`src/rtl/alu_arbiter.sv`:
```
// Round-robin arbiter/sequencer sharing one external combinational ALU between two
// requesters: one operation in flight, operands and results held in registers.
module alu_arbiter #(
  parameter int W    = 32,
  parameter int FN_W = 4
) (
  input  logic            clk,
  input  logic            rst,
  input  logic [1:0]      req_valid_i,
  output logic [1:0]      req_ready_o,
  input  logic [W-1:0]    req_a0_i,
  input  logic [W-1:0]    req_b0_i,
  input  logic [W-1:0]    req_a1_i,
  input  logic [W-1:0]    req_b1_i,
  input  logic [FN_W-1:0] req_fn0_i,
  input  logic [FN_W-1:0] req_fn1_i,
  output logic [W-1:0]    alu_a_o,
  output logic [W-1:0]    alu_b_o,
  output logic [FN_W-1:0] alu_fn_o,
  input  logic [W-1:0]    alu_r_i,
  input  logic            alu_cf_i,
  input  logic            alu_zf_i,
  input  logic            alu_vf_i,
  input  logic            alu_sf_i,
  output logic [1:0]      resp_valid_o,
  input  logic [1:0]      resp_ready_i,
  output logic [W-1:0]    resp_r_o,
  output logic [3:0]      resp_flags_o,
  output logic            busy_o
);

  typedef enum logic [1:0] {
    IDLE = 2'd0,
    EXEC = 2'd1,
    RESP = 2'd2
  } state_e;

  state_e          state_q, state_d;
  logic            prio_q, prio_d;
  logic            gnt_q, gnt_d;
  logic [W-1:0]    a_q, a_d, b_q, b_d, r_q, r_d;
  logic [FN_W-1:0] fn_q, fn_d;
  logic [3:0]      flags_q, flags_d;
  logic [1:0]      resp_valid_q, resp_valid_d;
  logic            busy_q, busy_d;
  logic            sel_s;
  logic [1:0]      ready_s;

  // Grant decode: a lone request wins outright, a tie goes to the priority pointer.
  always_comb begin
    sel_s   = 1'b0;
    ready_s = 2'b00;
    if (state_q == IDLE) begin
      case (req_valid_i)
        2'b01: begin
          sel_s   = 1'b0;
          ready_s = 2'b01;
        end
        2'b10: begin
          sel_s   = 1'b1;
          ready_s = 2'b10;
        end
        2'b11: begin
          sel_s   = prio_q;
          ready_s = prio_q ? 2'b10 : 2'b01;
        end
        default: begin
          sel_s   = 1'b0;
          ready_s = 2'b00;
        end
      endcase
    end else begin
      sel_s   = 1'b0;
      ready_s = 2'b00;
    end
  end

  // Sequencer next state: accept, drive the ALU for one cycle, hold the response.
  always_comb begin
    state_d = state_q;
    prio_d  = prio_q;
    gnt_d   = gnt_q;
    a_d     = a_q;
    b_d     = b_q;
    fn_d    = fn_q;
    r_d     = r_q;
    flags_d = flags_q;
    case (state_q)
      IDLE: begin
        if (ready_s != 2'b00) begin
          gnt_d   = sel_s;
          prio_d  = ~sel_s;
          a_d     = sel_s ? req_a1_i  : req_a0_i;
          b_d     = sel_s ? req_b1_i  : req_b0_i;
          fn_d    = sel_s ? req_fn1_i : req_fn0_i;
          state_d = EXEC;
        end else begin
          state_d = IDLE;
        end
      end
      EXEC: begin
        r_d     = alu_r_i;
        flags_d = {alu_cf_i, alu_zf_i, alu_vf_i, alu_sf_i};
        state_d = RESP;
      end
      RESP: begin
        if (resp_ready_i[gnt_d]) begin
          state_d = IDLE;
        end else begin
          state_d = RESP;
        end
      end
      default: begin
        state_d = IDLE;
      end
    endcase
    // Registered outputs are computed from the upcoming state so they line up with it.
    if (state_d == RESP) begin
      resp_valid_d = gnt_d ? 2'b10 : 2'b01;
    end else begin
      resp_valid_d = 2'b00;
    end
    busy_d = (state_d != IDLE);
  end

  // State and datapath registers; reset drops any in-flight operation.
  always_ff @(posedge clk or posedge rst) begin
    if (rst) begin
      state_q      <= IDLE;
      prio_q       <= 1'b0;
      gnt_q        <= 1'b0;
      a_q          <= {W{1'b0}};
      b_q          <= {W{1'b0}};
      fn_q         <= {FN_W{1'b0}};
      r_q          <= {W{1'b0}};
      flags_q      <= 4'b0000;
      resp_valid_q <= 2'b00;
      busy_q       <= 1'b0;
    end else begin
      state_q      <= state_d;
      prio_q       <= prio_d;
      gnt_q        <= gnt_d;
      a_q          <= a_d;
      b_q          <= b_d;
      fn_q         <= fn_d;
      r_q          <= r_d;
      flags_q      <= flags_d;
      resp_valid_q <= resp_valid_d;
      busy_q       <= busy_d;
    end
  end

  assign req_ready_o  = ready_s;
  assign alu_a_o      = a_q;
  assign alu_b_o      = b_q;
  assign alu_fn_o     = fn_q;
  assign resp_valid_o = resp_valid_q;
  assign resp_r_o     = r_q;
  assign resp_flags_o = flags_q;
  assign busy_o       = busy_q;

endmodule

```
`config.mk`:
```
export PLATFORM = sky130hd
export DESIGN_NAME = alu_arbiter
export DESIGN_NICKNAME = d
export VERILOG_FILES = /design/src/rtl/alu_arbiter.sv
export SDC_FILE = /design/constraint.sdc
export NUM_CORES = 1
export LEC_CHECK = 0
export CAP_MARGIN = 15
export CORE_ASPECT_RATIO = 1.5
export CORE_UTILIZATION = 30
export DETAILED_ROUTE_END_ITERATION = 16
export PLACE_DENSITY = 0.68
export SLEW_MARGIN = 10
export SYNTH_ARGS = -nofsm -noshare
export SYNTH_HDL_FRONTEND = slang
export SYNTH_SLANG_ARGS = --single-unit
```
`constraint.sdc`:
```
create_clock -name clk -period 4.1 [get_ports clk]
set_input_delay 0.82 -clock clk [delete_from_list [all_inputs] [get_ports clk]]
set_output_delay 0.82 -clock clk [all_outputs]
set_load 0.05 [all_outputs]
```
==> impl_metrics.toml <==
[place]
gp_congestion = 0.7564
post-place-ws_ns = 1.267
place_hpwl_um = 10560
io_buffer_count = 286

[timing]
min_period_over_period_pct = 68.72
setup_viol = 0
fin_skew_ns = 0.01051
max_freq_ghz = 0.3549
report.final.slew_viol_count = 0
worst_slack_ns = 1.283
period_needed_ns = 2.817
rsz0062_at_grt = "no"
slew_headroom_pct = 32.93
worst_pin_slew_ns = 1.004
hold_viol_final = 0
setup_tns_ns = 0

[clock_network]
clock_path_buffers = 2
holdBufCountCts = 0
post_cts_resized = 0
cts_tree = "built"
root_buffer = "clkbuf_16"
clock-sinks = 111
numCtsBuffers = 9
cts.clk_slew.worst_paths_ns = 0.07
post_cts_buffers = 0
clock_tree.htree_level_count = 3
clkLatencyLatePin_ns = 0.34

[critical_path]
crit_type = "in -> out"
crit_chain = "clkdlybuf4s50_1, nor3b_4, nand2_1, inv_1, buf_4"
critPathMaxStageDelay_ns = 0.55
cp.required_ns = 3.28
worstPathArrival_ns = 2.00
cp-start-kind = "primary input"
path_buf_inv = 3
cp_slowest_cell = "clkdlybuf4s50_1"
startpoint = "req_valid_i[0]"
critPathCaptureType = "primary output"
regToRegStartpoint = "state_q[1]"
worstPathMaxFanout = 3
critPathTopFamily = "buffers and inverters"

[final_layout]
area_growth_pct = 74.42
nNetsFinal = 784
fill_cells = 1318
diodes = 0
drive_gt1_share_pct = 10.80
utilization_pct = 54.12

[floorplan]
top_level_ports = 287
core_area_um2 = 14660
dieArea_um2 = 15670
die_height_um = 152.8
die_w_um = 102.5
rows = 54
initial_core_util_pct = 31.03

[hold_path]
hold_class = "reg -> reg"
hold_start = "gnt_q"

[route]
vias = 4081
drc = 0
first_iter_violations = 79
dr.pass1.iters = 4
wl_um = 14420
antenna_left = 0
wl_per_cell_um = 17.86
via_per_inst = 5.057

[logic_synthesis]
syn_avg_cell_area_um2 = 13.54
yosysMostFrequentCell = "dfrtp_1"
yosysTopAreaCell = "dfrtp_1"
synth_ff_type = "dfrtp_1"
synth.net_count = 514
yosys_warnings = 0
syn_area_um2 = 4549
synthCells = 336
synth-async-reset-ratio_pct = 100.0
synth-seq-cells = 111
synth_cell_types = 18
synthTopCellsByArea = "dfrtp_1 (61%), a221o_1 (15%), and3_1 (9.5%)"
synth.top_cell.area_share_pct = 61.06
ys_top_cells_by_count = "dfrtp_1 (111), and3_1 (69), a221o_1 (68)"
synth_seq_area_share_pct = 61.06
synth_edf_count = 0

[global_routing]
grt.total_usage_pct = 18.54
grt_pass1_wl_um = 22460
grt_max_degree = 70
antenna_found_initial = 1
gr-total-overflow = 0
grt_pass1_vias = 4413

[power_and_ir_drop]
peakVddDrop_uv = 443.6
p_per_area_nw_per_um2 = 924.1
leakage_uw = 0.003490

[flow_run]
maxCapViolCount = 0

[status]
status = "completed"
[path summary, 6_finish.rpt]
kind / endpoint / slack (ns) / cells after the start
setup / recovery: req_ready_o[0] / 1.28 / 5
hold / removal: resp_valid_o[0] / 0.50 / 1
setup reg to reg: alu_a_o[18] / 2.12 / 4
max in group asynchronous: alu_a_o[2] / 2.35 / 3
hold reg to reg: resp_valid_o[0] / 0.50 / 1
min in group asynchronous: alu_a_o[19] / 0.98 / 2
[placed cells by master (no fill, tap or decap)]
| cell type | instances |
|---|---|
| a221o_1 | 68 |
| nand2b_1 | 1 |
| inv_4 | 1 |
| inv_6 | 2 |
| nand2_1 | 2 |
| nand2_2 | 1 |
| buf_12 | 1 |
| bufinv_16 | 2 |
| and3_2 | 1 |
| clkinv_8 | 1 |
| mux2i_1 | 1 |
| a21oi_1 | 1 |
| nor2_1 | 2 |
| nor2b_1 | 2 |
| and3_1 | 68 |
| clkdlybuf4s50_1 | 284 |
| o21ai_4 | 1 |
| inv_1 | 3 |
| o32a_1 | 1 |
| clkbuf_16 | 9 |
| buf_4 | 7 |
| nor2b_4 | 1 |
| nor3b_4 | 1 |
| inv_8 | 1 |
| clkinv_4 | 1 |
| mux2_2 | 36 |
| a21o_1 | 1 |
| dfrtp_1 | 111 |
[final cells by class]
type	instances	area, um^2	share of cell area (%)
clock buffer	9	225.2	2.838
inverter	4	17.52	0.2208
multi-input combinational	188	1640	20.67
clock inverter	7	113.9	1.435
tap	196	245.2	3.091
sequential	111	2778	35.00
timing repair buffer	292	2915	36.74
[stage by stage]
stage	hold slack [ns]	std cells	cell area, um^2	total power [uW]
3_3_place_gp	0.4775	791	7596	6334
2_1_floorplan	0.4623	336	4549	4852
5_1_grt	0.5228	807	7935	7683
3_5_place_dp	0.4943	791	7596	6422
4_1_cts	0.5049	807	7935	7412
6_report	0.5014	807	7935	7333
[report_power, final]
part | switching (uW) | internal [uW] | total, uW
sequential | 318 | 1640 | 1960
combinational | 2740 | 1670 | 4410
clock | 415 | 551 | 966
[registers in the layout (all words and copies together) (netlist names)]
signal,flops
alu_a_o,32
alu_b_o,32
resp_r_o,32
alu_fn_o,4
resp_flags_o,4
resp_valid_o,2
state_q,2
busy_o,1
gnt_q,1
prio_q,1
[metal layers]
layer	global-route usage [%]	vias up	part of all wire, %	wire (um)
met5	0	-	0.090	13
met1	19.13	2012	35	5023
met3	5.898	31	8.6	1233
met2	33.62	195	53	7674
met4	7.483	2	3.3	470
li1	-	1841	-	-
[worst register-to-register path, delay by kind of cell, from the launching register on]
kind | cells | cell delay [ns]
simple gates | 2 | 0.53
flops | 1 | 0.48
compound gates | 1 | 0.32
buf+inv | 1 | 0.59
[cell families (layout without fill, tap and decap cells)]
kind of cell	after synthesis	count (layout)	share of synthesized area (%)
buffers and inverters	37	312	3.520
and+or+nand+nor	79	79	10.73
AOI/OAI and AO/OA	72	72	15.57
DFF	111	111	61.06
muxes	37	37	9.131
Note: power is estimated with default switching activity, not from simulation.
